[src/rtl/mac_sequencer_if.sv]
// Command, datapath and response signals of the scaled sum-of-elements sequencer.
interface mac_sequencer_if #(
    parameter int ADDR_W = 8,
    parameter int DATA_W = 16,
    parameter int ACC_W  = 32
);
    logic              cmd_valid;
    logic              cmd_ready;
    logic [ADDR_W-1:0] cmd_base;
    logic [ADDR_W:0]   cmd_len;
    logic [DATA_W-1:0] cmd_scalar;

    logic [ADDR_W-1:0] a_addr;
    logic [DATA_W-1:0] b_data;
    logic [DATA_W-1:0] result_in;
    logic              w_lock;
    logic              busy;

    logic              rsp_valid;
    logic              rsp_ready;
    logic [ACC_W-1:0]  rsp_sum;
    logic [ADDR_W:0]   rsp_count;

    modport slave (
        input  cmd_valid, cmd_base, cmd_len, cmd_scalar, result_in, rsp_ready,
        output cmd_ready, a_addr, b_data, w_lock, busy, rsp_valid, rsp_sum, rsp_count
    );

    modport master (
        output cmd_valid, cmd_base, cmd_len, cmd_scalar, result_in, rsp_ready,
        input  cmd_ready, a_addr, b_data, w_lock, busy, rsp_valid, rsp_sum, rsp_count
    );
endinterface

[src/rtl/mac_sequencer.sv]
// Streams len regfile reads against a fixed scalar and sums the multiplier products; one response
// per command after len+MUL_LAT+1 cycles (1 for len=0); commands stall in every state but IDLE.
module mac_sequencer #(
    parameter int ADDR_W  = 8,
    parameter int DATA_W  = 16,
    parameter int ACC_W   = 32,
    parameter int MUL_LAT = 3
) (
    input logic            clock,
    input logic            reset,
    mac_sequencer_if.slave bus
);
    typedef enum logic [1:0] {IDLE, ISSUE, DRAIN, RESP} state_t;

    localparam logic [ADDR_W:0] MAX_LEN = {1'b1, {ADDR_W{1'b0}}};
    localparam logic [ADDR_W:0] ONE_LEN = {{ADDR_W{1'b0}}, 1'b1};

    state_t              state_q, state_d;
    logic [ADDR_W-1:0]   addr_q, addr_d;
    logic [DATA_W-1:0]   b_q, b_d;
    logic [ADDR_W:0]     rem_q, rem_d;
    logic [ADDR_W:0]     count_q, count_d;
    logic [ACC_W-1:0]    acc_q, acc_d;
    logic [MUL_LAT-1:0]  vpipe_q, vpipe_d;
    logic                cmd_ready_q, rsp_valid_q, busy_q;
    logic                issue;
    logic [ADDR_W:0]     len_clamped;

    assign len_clamped = (bus.cmd_len > MAX_LEN) ? MAX_LEN : bus.cmd_len;

    always_comb begin
        state_d = state_q;
        addr_d  = addr_q;
        b_d     = b_q;
        rem_d   = rem_q;
        count_d = count_q;
        acc_d   = acc_q;
        issue   = (state_q == ISSUE);
        vpipe_d = MUL_LAT'({vpipe_q, issue});

        // Tail of the valid pipe marks the product of the issue made MUL_LAT cycles ago.
        if (vpipe_q[MUL_LAT-1]) begin
            acc_d   = acc_q + ACC_W'(bus.result_in);
            count_d = count_q + ONE_LEN;
        end

        case (state_q)
            IDLE: begin
                if (bus.cmd_valid && cmd_ready_q) begin
                    acc_d   = '0;
                    count_d = '0;
                    rem_d   = len_clamped;
                    if (len_clamped == '0) begin
                        state_d = RESP;
                    end else begin
                        state_d = ISSUE;
                        addr_d  = bus.cmd_base;
                        b_d     = bus.cmd_scalar;
                    end
                end
            end
            ISSUE: begin
                if (rem_q == ONE_LEN) begin
                    state_d = DRAIN;
                    addr_d  = '0;
                    b_d     = '0;
                end else begin
                    rem_d  = rem_q - ONE_LEN;
                    addr_d = addr_q + 1'b1;
                end
            end
            DRAIN: begin
                if (vpipe_d == '0) state_d = RESP;
            end
            RESP: begin
                if (bus.rsp_ready) state_d = IDLE;
            end
        endcase
    end

    always_ff @(posedge clock or posedge reset) begin
        if (reset) begin
            state_q     <= IDLE;
            addr_q      <= '0;
            b_q         <= '0;
            rem_q       <= '0;
            count_q     <= '0;
            acc_q       <= '0;
            vpipe_q     <= '0;
            cmd_ready_q <= 1'b1;
            rsp_valid_q <= 1'b0;
            busy_q      <= 1'b0;
        end else begin
            state_q     <= state_d;
            addr_q      <= addr_d;
            b_q         <= b_d;
            rem_q       <= rem_d;
            count_q     <= count_d;
            acc_q       <= acc_d;
            vpipe_q     <= vpipe_d;
            cmd_ready_q <= (state_d == IDLE);
            rsp_valid_q <= (state_d == RESP);
            busy_q      <= (state_d != IDLE);
        end
    end

    assign bus.cmd_ready = cmd_ready_q;
    assign bus.a_addr    = addr_q;
    assign bus.b_data    = b_q;
    assign bus.w_lock    = busy_q;
    assign bus.busy      = busy_q;
    assign bus.rsp_valid = rsp_valid_q;
    assign bus.rsp_sum   = acc_q;
    assign bus.rsp_count = count_q;
endmodule
[src/flat_wrapper.sv]
// flat-port wrapper written by rule: the top's interface ports become plain ports
module mac_sequencer_flat 
#(
    parameter int ADDR_W  = 8,
    parameter int DATA_W  = 16,
    parameter int ACC_W   = 32,
    parameter int MUL_LAT = 3
)
  (clock, reset, bus_cmd_valid, bus_cmd_base, bus_cmd_len, bus_cmd_scalar, bus_result_in, bus_rsp_ready, bus_cmd_ready, bus_a_addr, bus_b_data, bus_w_lock, bus_busy, bus_rsp_valid, bus_rsp_sum, bus_rsp_count);
  mac_sequencer_if #(.ADDR_W(ADDR_W), .DATA_W(DATA_W), .ACC_W(ACC_W)) bus_i ();
  input logic clock;
  input logic reset;
  input wire logic [$bits(bus_i.cmd_valid)-1:0] bus_cmd_valid;
  input wire logic [$bits(bus_i.cmd_base)-1:0] bus_cmd_base;
  input wire logic [$bits(bus_i.cmd_len)-1:0] bus_cmd_len;
  input wire logic [$bits(bus_i.cmd_scalar)-1:0] bus_cmd_scalar;
  input wire logic [$bits(bus_i.result_in)-1:0] bus_result_in;
  input wire logic [$bits(bus_i.rsp_ready)-1:0] bus_rsp_ready;
  output wire logic [$bits(bus_i.cmd_ready)-1:0] bus_cmd_ready;
  output wire logic [$bits(bus_i.a_addr)-1:0] bus_a_addr;
  output wire logic [$bits(bus_i.b_data)-1:0] bus_b_data;
  output wire logic [$bits(bus_i.w_lock)-1:0] bus_w_lock;
  output wire logic [$bits(bus_i.busy)-1:0] bus_busy;
  output wire logic [$bits(bus_i.rsp_valid)-1:0] bus_rsp_valid;
  output wire logic [$bits(bus_i.rsp_sum)-1:0] bus_rsp_sum;
  output wire logic [$bits(bus_i.rsp_count)-1:0] bus_rsp_count;
  assign bus_i.cmd_valid = bus_cmd_valid;
  assign bus_i.cmd_base = bus_cmd_base;
  assign bus_i.cmd_len = bus_cmd_len;
  assign bus_i.cmd_scalar = bus_cmd_scalar;
  assign bus_i.result_in = bus_result_in;
  assign bus_i.rsp_ready = bus_rsp_ready;
  assign bus_cmd_ready = bus_i.cmd_ready;
  assign bus_a_addr = bus_i.a_addr;
  assign bus_b_data = bus_i.b_data;
  assign bus_w_lock = bus_i.w_lock;
  assign bus_busy = bus_i.busy;
  assign bus_rsp_valid = bus_i.rsp_valid;
  assign bus_rsp_sum = bus_i.rsp_sum;
  assign bus_rsp_count = bus_i.rsp_count;
  mac_sequencer #(.ADDR_W(ADDR_W), .DATA_W(DATA_W), .ACC_W(ACC_W), .MUL_LAT(MUL_LAT)) u_core (.clock(clock), .reset(reset), .bus(bus_i));
endmodule
[config.mk]
export PLATFORM = sky130hd
export DESIGN_NAME = mac_sequencer_flat
export DESIGN_NICKNAME = d
export VERILOG_FILES = /design/src/rtl/mac_sequencer_if.sv /design/src/rtl/mac_sequencer.sv /design/src/flat_wrapper.sv
export SDC_FILE = /design/constraint.sdc
export NUM_CORES = 1
export LEC_CHECK = 0
export CORE_MARGIN = 2
export CORE_UTILIZATION = 44
export CTS_CLUSTER_SIZE = 12
export DETAILED_ROUTE_END_ITERATION = 6
export PLACE_DENSITY = 0.77
export RECOVER_POWER = 25
export SLEW_MARGIN = 20
export SYNTH_ARGS = -nofsm -noshare
export SYNTH_HDL_FRONTEND = slang
export SYNTH_SLANG_ARGS = --single-unit
[constraint.sdc]
create_clock -name clock -period 2.97 [get_ports clock]
set_input_delay 0.7425 -clock clock [delete_from_list [all_inputs] [get_ports clock]]
set_output_delay 0.7425 -clock clock [all_outputs]
set_load 0.005 [all_outputs]
# Yosys cells after proc, flatten, opt, wreduce, memory -nomap -nowiden
# Cells that the tools add are included.
dict set report classes {
  n_mux 24
  n_lt_le_gt_ge 1
  add_sub_neg 4
  eq_ne 9
  n_reduce_logical 10
}
# operator n
set op_table {}
lappend op_table {{$mux W32} 3}
lappend op_table {{$mux W9} 6}
lappend op_table {{$mux W16} 3}
lappend op_table {{$add A32 B16 Y32} 1}
lappend op_table {{$pmux W16 S2} 1}
lappend op_table {{$mux W8} 3}
lappend op_table {{$pmux W9 S2} 1}
lappend op_table {{$pmux W8 S2} 1}
lappend op_table {{$mux W2} 5}
lappend op_table {{$add A9 B1 Y9 const B} 1}
lappend op_table {{$eq A9 B1 Y1 const B} 1}
lappend op_table {{$gt A9 B9 Y1 const B} 1}
lappend op_table {{$logic_not A9 Y1} 1}
lappend op_table {{$sub A9 B1 Y9 const B} 1}
lappend op_table {{$add A8 B1 Y8 const B} 1}
lappend op_table {{$pmux W2 S4} 1}
lappend op_table {{$eq A2 B2 Y1 const B} 3}
lappend op_table {{$ne A2 B2 Y1 const B} 3}
lappend op_table {{$reduce_and A3 Y1} 2}
lappend op_table {{$logic_not A2 Y1} 2}
lappend op_table {{$reduce_and A4 Y1} 1}
lappend op_table {{$reduce_bool A2 Y1} 2}
lappend op_table {{$logic_not A3 Y1} 1}
lappend op_table {{$eq A2 B1 Y1 const B} 1}
lappend op_table {{2 further kinds} 2}
dict set report totals {
  regBits 82
  wordCells 58
  output_inout_bits 69
  input_bits 53
}

# Longest topological paths before layout
dict set report depth {
  ltp_word 7
  depth_mapped 9
  mapped_depth_nobuf 9
}

# Worst setup path before layout
# Ideal clock, no wire load.
dict set report synth_path {
  path_kind {input port to flip-flop}
  from {input port bus_result_in[0]}
  to {register u_core.acc_q[28], in the netlist u_core.bus.rsp_sum[28]}
  path_stages 9
  setup_time_ns 0.132
  slack_ns 0.222
  arrival_ns 2.616
  required_ns 2.838
  path_buffers 0
  cell_sequence {ha_1 -> fa_1 -> a21o_1 -> a311o_2 -> and2_1 -> a41oi_2 -> a21boi_0 -> xnor2_1 -> nor2_1}
}
dict set report synth_between {
  elab_chain_len 4
}
# item line
set synth_rtl {}
lappend synth_rtl {{start, declared} flat_wrapper.sv:17} ;# input wire logic [$bits(bus_i.result_in)-1:0] bus_result_in;
lappend synth_rtl {{$add A32 B16 Y32 (*)} mac_sequencer.sv:43} ;# acc_d = acc_q + ACC_W'(bus.result_in);
lappend synth_rtl {{$mux W32 (*)} mac_sequencer.sv:42} ;# if (vpipe_q[MUL_LAT-1]) begin
lappend synth_rtl {{$mux W32} mac_sequencer.sv:49} ;# if (bus.cmd_valid && cmd_ready_q) begin
lappend synth_rtl {{$mux W32 (*)} mac_sequencer.sv:47} ;# case (state_q)
lappend synth_rtl {{net u_core.acc_d[28]} mac_sequencer.sv:23} ;# logic [ACC_W-1:0] acc_q, acc_d;
lappend synth_rtl {{end signal, assigned} mac_sequencer.sv:88} ;# acc_q <= '0;
lappend synth_rtl {{end signal, assigned} mac_sequencer.sv:99} ;# acc_q <= acc_d;
lappend synth_rtl {{end, declared} mac_sequencer.sv:23}
# The timed path passes the listed nets; every way through them passes the cells marked *.
# A chain may end at the register's enable or synchronous reset.

# Worst setup path after layout
dict set report layout_path {
  from {input port bus_result_in[0]}
  to {register u_core.acc_q[24], in the netlist u_core.bus.rsp_sum[24]}
}
# The elaborated chain is that of the path after synthesis.

==> results.txt <==
GRT Residual Overflow - 0
top achievable clock speed - 0.3475 GHz
gr usage total - 0.2166
clock skew - 0.01382 ns
Via density - 5.430
ant diodes - 0
Buf+Inv Stages, Crit Path - 1
dpl hpwl - 8.796 mm
Leak Pwr - 2.756 nW
family with the most delay on the worst path - compound AO/OA/AOI/OAI gates
I/O pin cnt - 122
PortBufs - 121
vias in the first global route - 4339
Die Y - 106.5 µm
die footprint - 11350 µm²
post-route ant nets - 0
drt first pass iters - 4
total detailed-routing wirelength - 11.86 mm
Root Driver - clkbuf_8
postcts setup bufs - 0
Setup-failing EPs final - 0
Final period util - 0.9688
synth unique cells - 56
ranking of synthesized cells by area - dfrtp_1, ha_1, nor2_1, a21oi_1, o21ai_0
cell taking the most area after synthesis - dfrtp_1
floorplan row count - 37
GP Congestion - 0.8715
slew margin rel. - 0.007515
# fillers - 892
Worst Setup End Kind - flop
Skew-Pair Late Insertion Delay - 0.35 ns
Starting Density - 0.4501
1st-iter DRT viols - 166
max cap viols - 1
Seq/Total Area, Yosys - 0.4439
Async SR Flop Fraction - 1.000
Max Slew Vio Count - 0
first-pass GRT wire length - 20.07 mm
unrepaired setup endpoints after global routing - no
Req. time, crit path - 3.19 ns
Ys Warns - 0
DRC - 0
CTS tree - done
post-layout util - 0.6224
WL/cell - 15.43 µm
Post-synth EDFFs - 0
worst hold path class - flop to flop
Critical Path, Cell by Cell - clkdlybuf4s50_1, ha_1, fa_2, a21o_1, a311o_2, and2_4, a41oi_4, a21oi_1, xnor2_1, nor2_1
Syn Nets - 561
Num Clock Sinks - 82
Crit Path Max Fanout - 5
# nets final - 702
run status - finished, violations left
CTS Buf Count - 9
core area - 10280 µm²
die span in x - 106.5 µm
initial antenna violation count - 0
Synth Instances - 487
setup TNS - 0 ns
Vias - 4176
failing checks - capacitance limit
top_reg_cell synth - dfrtp_1
CP max stage cell - clkdlybuf4s50_1
Worst-path clk slew - 0.09 ns
syn_area_per_cell - 9.498 µm²
Final Hold Viols - 0
Tmin final - 2.877 ns
Startpoint Class - primary input
Netlist Area Pre-Place - 4626 µm²
Max VDD drop - 411.5 µV
worst slew pin tran - 1.481 ns
Worst EP arrival - 3.10 ns
Seq cells post-synth - 82
clk buf depth - 2
max incr delay on CP - 0.40 ns
Area Overhead vs Synth - 38.27%
kind of critical path - primary input to flop
PwrDens - 959.2 nW/µm²
largest net degree at the start of global routing - 36
share of cells above drive strength 1 - 0.1169
post-synth top area share - 0.4382
H-tree depth - 3
metal layers:
layer,share of wire,vias to the layer above,track usage
met1,0.45,1988,0.2861
met5,0,-,0
met4,0.012,0,0.06679
met3,0.057,12,0.04598
li1,-,2037,-
met2,0.49,139,0.3581
synth_stat cells (5+ instances only):
library cell and count:
o21ai_0 38, a31oi_1 6, xnor2_1 21, nor2b_1 5, nor3_1 12, inv_1 14
and2_1 5, a31o_2 5, a22o_1 16, mux2i_1 13, and3_1 17, clkbuf_1 11
xor2_1 8, a21o_1 5, a21oi_1 41, or3_1 5, nand2_1 32, buf_2 6
nand3_1 10, dfrtp_1 81, nor2_1 55, ha_1 20, nand4_1 5
flip-flops by register name, summed over array words and instances (netlist names):
signal,flops
u_core.bus.rsp_sum,32
u_core.bus.busy,1
u_core.vpipe_q,3
u_core.rem_q,9
u_core.bus.a_addr,8
u_core.bus.rsp_valid,1
u_core.state_q,2
u_core.bus.cmd_ready,1
u_core.bus.rsp_count,9
u_core.bus.b_data,16
layout make-up:
class                      count  area [µm²]  area share
tap                          136       170.2     0.02660
sequential                    82        2053      0.3210
inverter                      14       53.80    0.008412
clock buffer                  10       137.6     0.02152
multi-input combinational    368        2461      0.3848
clock inverter                 6       71.32     0.01115
timing repair buffer         153        1449      0.2265
placed cells by master (no fill, tap or decap), types with 6 or more instances in the layout:
| master | netlist | routed |
|---|---|---|
| nand2_1 | 32 | 31 |
| clkbuf_8 | 0 | 10 |
| xor2_1 | 8 | 8 |
| buf_4 | 2 | 31 |
| a31oi_1 | 6 | 6 |
| o21ai_0 | 38 | 38 |
| a22o_1 | 16 | 16 |
| xnor2_1 | 21 | 20 |
| a21oi_1 | 41 | 40 |
| ha_1 | 20 | 20 |
| dfrtp_1 | 81 | 81 |
| nand3_1 | 10 | 10 |
| clkdlybuf4s50_1 | 0 | 120 |
| nor3_1 | 12 | 11 |
| and3_1 | 17 | 17 |
| inv_1 | 14 | 13 |
| nor2_1 | 55 | 55 |
| mux2i_1 | 13 | 13 |
kinds of logic (layout without fill, tap and decap cells):
logic type	count (synthesis)	in the layout	synth area share
multiplexers	13	13	0.02813
flip-flops	82	82	0.4439
adder cells (fa/ha/maj)	21	21	0.05843
buffers and inverters	37	183	0.03327
AO/OA/AOI/OAI	139	139	0.2010
XOR/XNOR	29	29	0.05491
AND/OR/NAND/NOR	166	166	0.1804
what timing repair did:
action / 4_1_cts / 5_1_grt
endpoints found under the hold margin: 0 / 0
pin swaps: 1 / 3
gates resized for setup: 2 / 9
hold buffers: 0 / 0
setup endpoints to repair: 2 / 8
power by group:
group,total [mW],switching [mW],leakage (nW),internal (mW)
Clock,0.855,0.436,0.0995,0.419
Sequential,1.97,0.427,1.06,1.54
Combinational,3.31,1.58,1.60,1.73
path summary, 6_finish.rpt:
check	from	end	slack (ns)	depth (start not counted)
min in group asynchronous	reset	u_core.bus.b_data[8]	1.17	2
max in group asynchronous	reset	u_core.bus.rsp_count[8]	0.42	3
max reg2reg	u_core.bus.rsp_sum[0]	u_core.bus.rsp_sum[24]	0.44	9
min reg2reg	u_core.vpipe_q[0]	u_core.vpipe_q[1]	0.39	0
max	bus_result_in[0]	u_core.bus.rsp_sum[24]	0.09	10
min	u_core.vpipe_q[0]	u_core.vpipe_q[1]	0.39	0
stage by stage:
| stage | cell area, µm² | hold slack (ns) | setup slack [ns] | power, mW | std cells |
|---|---|---|---|---|---|
| final | 6396 | 0.3881 | 0.09257 | 6.135 | 769 |
| after global routing | 6396 | 0.3990 | 0.04085 | 6.636 | 769 |
| after detailed placement | 6165 | 0.3694 | -0.3882 | 5.270 | 753 |
| after global placement | 6165 | 0.3602 | -0.3371 | 5.136 | 753 |
| after floorplan | 4626 | 0.3545 | 0.1207 | 3.844 | 487 |
| after CTS | 6374 | 0.3903 | 0.004500 | 6.153 | 769 |
(Power assumes the default switching activity.)
